$ cat src/rtl/ifu_fetch_if.sv
// Fetch-unit signal bundle: controller inputs, instruction-memory handshake and IR/PC outputs.
// master = fetch unit, slave = the controller/memory side that drives it.
interface ifu_fetch_if;
  logic [1:0]  npc_sel;
  logic        pc_wr;
  logic [31:0] reg_target;
  logic        imem_req;
  logic [31:0] imem_addr;
  logic [31:0] imem_rdata;
  logic        imem_ready;
  logic [31:0] instr;
  logic        instr_valid;
  logic [31:0] pc;
  logic [31:0] pc_plus4;
  logic        align_err;
  logic [31:0] retired;

  modport master (
    input  npc_sel, pc_wr, reg_target, imem_rdata, imem_ready,
    output imem_req, imem_addr, instr, instr_valid, pc, pc_plus4, align_err, retired
  );

  modport slave (
    output npc_sel, pc_wr, reg_target, imem_rdata, imem_ready,
    input  imem_req, imem_addr, instr, instr_valid, pc, pc_plus4, align_err, retired
  );
endinterface

$ cat src/rtl/ifu_fetch.sv
// Instruction fetch unit: PC register, IR, ready-handshake fetch and next-PC commit.
// Two-state FSM: FETCH waits for imem_ready, HOLD presents the IR until the controller commits.
module ifu_fetch #(
  parameter logic [31:0] RESET_PC     = 32'h0000_3000,
  parameter logic [1:0]  NPC_PC_ADD_4 = 2'b00,
  parameter logic [1:0]  NPC_BEQ_JMP  = 2'b01,
  parameter logic [1:0]  NPC_J_JMP    = 2'b10,
  parameter logic [1:0]  NPC_REG_JMP  = 2'b11
) (
  input logic        clk,
  input logic        rst,
  ifu_fetch_if.master bus
);

  typedef enum logic {FETCH, HOLD} state_t;

  state_t      state, state_nxt;
  logic [31:0] pc_q;
  logic [31:0] ir_q;
  logic [31:0] retired_q;
  logic        align_err_q;
  logic [31:0] pc_plus4;
  logic [31:0] npc;
  logic        load_ir;
  logic        commit;

  assign pc_plus4 = pc_q + 32'd4;

  always_comb begin
    npc = pc_plus4;
    unique case (bus.npc_sel)
      NPC_PC_ADD_4: npc = pc_plus4;
      NPC_BEQ_JMP:  npc = pc_plus4 + {{14{ir_q[15]}}, ir_q[15:0], 2'b00};
      NPC_J_JMP:    npc = {pc_plus4[31:28], ir_q[25:0], 2'b00};
      NPC_REG_JMP:  npc = {bus.reg_target[31:2], 2'b00};
      default:      npc = pc_plus4;
    endcase
  end

  // NOTE: every output of this block gets a default first, so no path leaves one unassigned and no latch is inferred.
  always_comb begin
    state_nxt = state;
    load_ir   = 1'b0;
    commit    = 1'b0;
    unique case (state)
      FETCH: begin
        if (bus.imem_ready) begin
          load_ir   = 1'b1;
          state_nxt = HOLD;
        end
      end
      HOLD: begin
        if (bus.pc_wr) begin
          commit    = 1'b1;
          state_nxt = FETCH;
        end
      end
      default: state_nxt = FETCH;
    endcase
  end

  // NOTE: state is updated with non-blocking assignments so every flop samples pre-edge values.
  always_ff @(posedge clk) begin
    if (rst) state <= FETCH;
    else     state <= state_nxt;
  end

  always_ff @(posedge clk) begin
    if (rst) begin
      pc_q        <= RESET_PC;
      ir_q        <= '0;
      retired_q   <= '0;
      align_err_q <= 1'b0;
    end else begin
      if (load_ir) ir_q <= bus.imem_rdata;
      if (commit) begin
        pc_q      <= npc;
        retired_q <= retired_q + 32'd1;
        // A misaligned jr target is truncated to a word address and flagged until reset.
        if (bus.npc_sel == NPC_REG_JMP && bus.reg_target[1:0] != 2'b00)
          align_err_q <= 1'b1;
      end
    end
  end

  assign bus.imem_req    = (state == FETCH) && !rst;
  assign bus.imem_addr   = pc_q;
  assign bus.instr       = ir_q;
  assign bus.instr_valid = (state == HOLD);
  assign bus.pc          = pc_q;
  assign bus.pc_plus4    = pc_plus4;
  assign bus.align_err   = align_err_q;
  assign bus.retired     = retired_q;

endmodule

$ cat src/flat_wrapper.sv
// flat-port wrapper written by rule: the top's interface ports become plain ports
module ifu_fetch_flat 
#(
  parameter logic [31:0] RESET_PC     = 32'h0000_3000,
  parameter logic [1:0]  NPC_PC_ADD_4 = 2'b00,
  parameter logic [1:0]  NPC_BEQ_JMP  = 2'b01,
  parameter logic [1:0]  NPC_J_JMP    = 2'b10,
  parameter logic [1:0]  NPC_REG_JMP  = 2'b11
)
  (clk, rst, bus_npc_sel, bus_pc_wr, bus_reg_target, bus_imem_rdata, bus_imem_ready, bus_imem_req, bus_imem_addr, bus_instr, bus_instr_valid, bus_pc, bus_pc_plus4, bus_align_err, bus_retired);
  ifu_fetch_if bus_i ();
  input logic clk;
  input logic rst;
  input wire logic [$bits(bus_i.npc_sel)-1:0] bus_npc_sel;
  input wire logic [$bits(bus_i.pc_wr)-1:0] bus_pc_wr;
  input wire logic [$bits(bus_i.reg_target)-1:0] bus_reg_target;
  input wire logic [$bits(bus_i.imem_rdata)-1:0] bus_imem_rdata;
  input wire logic [$bits(bus_i.imem_ready)-1:0] bus_imem_ready;
  output wire logic [$bits(bus_i.imem_req)-1:0] bus_imem_req;
  output wire logic [$bits(bus_i.imem_addr)-1:0] bus_imem_addr;
  output wire logic [$bits(bus_i.instr)-1:0] bus_instr;
  output wire logic [$bits(bus_i.instr_valid)-1:0] bus_instr_valid;
  output wire logic [$bits(bus_i.pc)-1:0] bus_pc;
  output wire logic [$bits(bus_i.pc_plus4)-1:0] bus_pc_plus4;
  output wire logic [$bits(bus_i.align_err)-1:0] bus_align_err;
  output wire logic [$bits(bus_i.retired)-1:0] bus_retired;
  assign bus_i.npc_sel = bus_npc_sel;
  assign bus_i.pc_wr = bus_pc_wr;
  assign bus_i.reg_target = bus_reg_target;
  assign bus_i.imem_rdata = bus_imem_rdata;
  assign bus_i.imem_ready = bus_imem_ready;
  assign bus_imem_req = bus_i.imem_req;
  assign bus_imem_addr = bus_i.imem_addr;
  assign bus_instr = bus_i.instr;
  assign bus_instr_valid = bus_i.instr_valid;
  assign bus_pc = bus_i.pc;
  assign bus_pc_plus4 = bus_i.pc_plus4;
  assign bus_align_err = bus_i.align_err;
  assign bus_retired = bus_i.retired;
  ifu_fetch #(.RESET_PC(RESET_PC), .NPC_PC_ADD_4(NPC_PC_ADD_4), .NPC_BEQ_JMP(NPC_BEQ_JMP), .NPC_J_JMP(NPC_J_JMP), .NPC_REG_JMP(NPC_REG_JMP)) u_core (.clk(clk), .rst(rst), .bus(bus_i));
endmodule
$ cat config.mk
export PLATFORM = sky130hd
export DESIGN_NAME = ifu_fetch_flat
export DESIGN_NICKNAME = d
export VERILOG_FILES = /design/src/rtl/ifu_fetch_if.sv /design/src/rtl/ifu_fetch.sv /design/src/flat_wrapper.sv
export SDC_FILE = /design/constraint.sdc
export NUM_CORES = 1
export LEC_CHECK = 0
export CORE_MARGIN = 2
export CORE_UTILIZATION = 35
export CTS_BUF_LIST = sky130_fd_sc_hd__clkbuf_16
export CTS_CLUSTER_DIAMETER = 60
export CTS_CLUSTER_SIZE = 20
export DETAILED_ROUTE_END_ITERATION = 6
export PLACE_DENSITY_LB_ADDON = 0.05
export SYNTH_ARGS = -nofsm -noshare
export SYNTH_HDL_FRONTEND = slang
export SYNTH_SLANG_ARGS = --single-unit
$ cat constraint.sdc
create_clock -name clk -period 4.3 [get_ports clk]
set_input_delay 0.86 -clock clk [delete_from_list [all_inputs] [get_ports clk]]
set_output_delay 0.86 -clock clk [all_outputs]
set_load 0.01 [all_outputs]
# == After elaboration in Yosys (flattened, before gate mapping) ==
# Index checks and enable logic that the tools add are counted.
# classes
n_bitwise,1
muxes,7
reduce_logical,6
eq_ne,3
add_sub_neg,3
# ops
operator,n
$pmux 32 s4,1
$add 32x1->32 const B,1
$add 32x3->32 const B,1
$add 32x32->32,1
$mux 1,5
$eq 2x2->1 const B,2
$eq 2x1->1 const B,1
$logic_and 1x1->1,2
$logic_not 2->1,1
$pmux 1 s2,1
$reduce_and 2->1,1
$reduce_bool 2->1,1
$logic_not 1->1,1
$not 1->1,1
# word_totals
out_inout_bits,163
regBits,98
wordCells,25

# == Logic depth before layout (Yosys ltp) ==
# Gate-level depths: netlist of run 1.
# depth
word_depth,3
depth_mapped,16
mapped_depth_nobuf,15

# == Least setup slack after synthesis of run 1 ==
# Ideal clock, no wire load.
# synth_timing
path_kind,reg-to-reg
startpoint,"register u_core.pc_q[4], in the netlist u_core.bus.imem_addr[4]"
endpoint,"register u_core.pc_q[27], in the netlist u_core.bus.imem_addr[27]"
t_required_ns,4.183
setup_slack_ns,0.723
arrival_ns,3.460
setup_time_ns,0.117
n_path_buf,1
path_stages_with_launch,16
path_cell_list,dfxtp_1 and3_4 and4_1 buf_4 and3_1 and3_1 xor2_1 ha_1 nand2_1 nor2_1 a211oi_1 o21ai_0 o21bai_1 xor2_1 mux4_2 a22o_1
# synth_between
elab_chain_len,3
# synth_rtl
element,line,source
from (decl),ifu_fetch.sv:18,logic [31:0] pc_q;
from (signal assigned),ifu_fetch.sv:77,pc_q <= npc;
$add 32x3->32,ifu_fetch.sv:27,assign pc_plus4 = pc_q + 32'd4;
via bus_pc_plus4[23],flat_wrapper.sv:24,output wire logic [$bits(bus_i.pc_plus4)-1:0] bus_pc_plus4;
$add 32x32->32,ifu_fetch.sv:33,"NPC_BEQ_JMP: npc = pc_plus4 + {{14{ir_q[15]}}, ir_q[15:0], 2'b00};"
$pmux 32 s4,ifu_fetch.sv:31,unique case (bus.npc_sel)
# The timed path passes the listed nets, and every way through them passes these cells.
# A chain may end at the register's enable or synchronous reset.

# == Worst setup path after layout of run 1 ==
# layout_timing
startpoint,"register u_core.pc_q[2], in the netlist u_core.bus.imem_addr[2]"
endpoint,output bus_pc_plus4[30]
# layout_between
elab_chain_len,1
# layout_rtl
element,line
$add 32x3->32,ifu_fetch.sv:27
to (decl),flat_wrapper.sv:24
# No other way between the ends.

==> results of run 1 <==
-- flip-flops by register name, indices dropped and copies added, names as in the netlist --
register and count:
u_core.bus.retired 32, u_core.bus.align_err 1, u_core.bus.instr_valid 1, u_core.bus.imem_addr 30, u_core.bus.instr 32
-- power breakdown --
part           switching (mW)  internal, mW
clock network           0.406         0.404
registers              0.0401         0.918
logic                   0.233         0.249
total                   0.680          1.57
-- Yosys cell counts (all sizes together) (5+ instances only) --
| library cell | n | area share (%) |
|---|---|---|
| o21bai | 5 | 0.57 |
| buf | 42 | 4.5 |
| nor3 | 10 | 0.91 |
| a211oi | 5 | 0.57 |
| nand3 | 35 | 2.8 |
| ha | 37 | 7.0 |
| xnor2 | 38 | 5.0 |
| dfxtp | 96 | 29 |
| inv | 16 | 0.91 |
| mux2i | 8 | 1.2 |
| a21o | 10 | 1.1 |
| or3 | 14 | 1.6 |
| mux4 | 16 | 5.5 |
| xor2 | 36 | 4.9 |
| nor2 | 70 | 4.1 |
| o21ai | 40 | 3.1 |
| nand2b | 6 | 0.57 |
| nand4 | 17 | 1.7 |
| and3 | 12 | 1.3 |
| clkbuf | 25 | 1.4 |
| nand2 | 135 | 7.8 |
| a21oi | 84 | 6.4 |
-- layer usage --
metal  share of wire (%)  routed length [um]  global-route usage (%)
met4                 2.2                 489                    7.42
met2                  46               10200                    36.0
met1                  46               10300                    29.3
met5                   0                   0                       0
met3                 6.2                1390                    5.23
-- through the flow --
step	hold WS (ns)	std cells
2_1_floorplan	0.481	821
6_report	0.454	1246
4_1_cts	0.457	1246
3_5_place_dp	0.446	1230
5_1_grt	0.477	1246
3_3_place_gp	0.441	1230
-- layout make-up --
cell class | instances | area, um2 | area share [%]
tap | 234 | 293 | 3.19
sequential | 96 | 1920 | 20.9
clock inverter | 7 | 65.1 | 0.708
multi-input combinational | 642 | 4250 | 46.3
clock buffer | 9 | 225 | 2.45
timing repair buffer | 242 | 2370 | 25.8
inverter | 16 | 60.1 | 0.654
-- worst max-delay path by stage --
stage / from / to / slack (ns) / cells after the start
5_1_grt: u_core.bus.imem_addr[2] / u_core.bus.imem_addr[27] / 0.06 / 15
4_1_cts: u_core.bus.imem_addr[2] / bus_pc_plus4[30] / 0.27 / 7
3_3_place_gp: u_core.bus.imem_addr[7] / u_core.bus.imem_addr[27] / 0.51 / 14
6_report: u_core.bus.imem_addr[2] / bus_pc_plus4[30] / 0.30 / 7
2_1_floorplan: u_core.bus.imem_addr[4] / u_core.bus.imem_addr[27] / 0.72 / 15
3_5_place_dp: u_core.bus.imem_addr[2] / u_core.bus.imem_addr[27] / 0.44 / 15
-- critical path: stages, from the launching register on --
cell and delay, ns:
dfxtp_1 0.50, ha_1 0.27, nand3_1 0.20, nor3_1 0.38
nand4_1 0.34, nor2_1 0.23, xor2_1 0.27, clkdlybuf4s50_1 0.59
-- cell families (layout without fill, tap and decap cells) --
| logic type | Yosys count | after routing | synth area share [%] |
|---|---|---|---|
| and+or+nand+nor | 312 | 312 | 22.2 |
| buffers and inverters | 83 | 274 | 6.86 |
| muxes | 27 | 27 | 7.18 |
| xor gates and xnor gates | 74 | 74 | 9.93 |
| DFF | 96 | 96 | 29.1 |
| other | 1 | 6 | 0.0568 |
| adders and majority gates | 38 | 38 | 7.32 |
| AOI/OAI and AO/OA | 185 | 185 | 17.3 |
-- placed cells by master, fill, tap and decap left out, types with 6 or more instances in the layout --
master	count
clkbuf_16	9
inv_1	16
clkdlybuf4s50_1	224
nand2b_1	6
o21ai_0	33
and3_1	10
nand2_1	133
or3_1	10
xor2_1	35
mux2i_1	8
dfxtp_1	96
buf_4	16
ha_1	37
nor3_1	8
xnor2_1	38
nand3_1	33
a21oi_1	83
nor2_1	68
conb_1	6
a21o_1	10
nand4_1	16
mux4_2	16
==> results.yml, run 1 <==
layout:
  num_antenna_cells: 0
  fin_area_mm2: 0.00919
  fillers: 1839
  drive_above_1_share_pct: 7.51
  area_growth_pct: 39.2
  finalNetCount: 1115
  fin_util_pct: 49.5
floorplan:
  rows: 50
  die_w_um: 141
  dieArea_mm2: 0.0200
  die_h_um: 141
  start_util_pct: 35.5
  ios: 233
  coreArea_mm2: 0.0186
run_status:
  outcome: "finished, final reports clean"
sta:
  finalSetupTns_ns: 0
  slew_viol_final: 0
  worst_slack_ns: 0.303
  maxSlewHeadroom_pct: 37.0
  worst_pin_slew_ns: 0.942
  skew_ns: 0.0105
  min_period_ns: 4.00
  fmaxAchievable_ghz: 0.250
  hold_violations: 0
  rsz0062_at_grt: "no"
  setup_viol: 0
  fin_crit_sh_pct: 93.0
grt:
  grt_max_degree: 48
  overflow: 0
  grt_pass1_wl_um: 34700
  grt_use_total_pct: 22.3
  antenna_found_initial: 0
  grt_pass1_vias: 6222
worst_setup_path:
  required_ns: 3.44
  critPathArrivalTime_ns: 3.14
  reg2reg_slack_ns: 0.44
  crit_fanout: 9
  r2r_end: "u_core.bus.imem_addr[27]"
  r2r-start: "u_core.bus.imem_addr[2]"
  r2r_cells: 14
  cp-end-kind: "primary output"
  worstSetupPathType: "flip-flop to primary output"
  cp-start-kind: "flip-flop"
cts:
  clkTransAtPathRegs_ns: 0.08
  ctsResizeCount: 0
  post_cts_buffers: 0
  cts_max_path_buffers: 2
  clock_latency_ns: 0.36
  tritoncts: "built"
  cts-root-buf: "clkbuf_16"
  postCtsHoldBufs: 0
  cts_sinks: 96
  numCtsBuffers: 9
  cts_max_level: 3
pwr:
  power_mw: 2.25
  power.density_mw_per_mm2: 245
  p_leak_nw: 3.47
  vdd_drop_max_uv: 176
synth:
  synth_edf_count: 0
  syn_area_mm2: 0.00660
  ys_ff_latch: 96
  ys_seq_area_share_pct: 29.1
  synth.avg_cell_area_um2: 8.09
  synthArstFlopShare_pct: 0
  synth_ff_type: "dfxtp_1"
  synthCells: 816
  yosysWarnings: 0
  ys_types: 66
min_path:
  hold_path_end: "u_core.bus.instr[26]"
  hp-class: "flip-flop to flip-flop"
  min_from: "u_core.bus.instr[26]"
  hold_depth: 2
placed_design:
  port_buffers: 226
  placed_cell_area_mm2: 0.00890
  dp_hpwl_um: 16600
  pre_cts_ws_ns: 0.441
  gp_congestion: 0.948
drt:
  drc: 0
  detail_route.iter0.violations: 304
  via_count: 6544
  routed_wl_um: 22300
  detail_route.wl_per_cell_um: 17.9
  dr.pass1.iters: 5
  viasPerCell: 5.25
  ant_nets: 0
job:
  drv_cap: 0
(Power assumes the default switching activity.)
==> inputs of run 2 (changes only) <==
- CTS_CLUSTER_DIAMETER: 60 -> not set
==> results of run 2 <==
No change in the layout: final DEF, timing and power equal those of run 1.
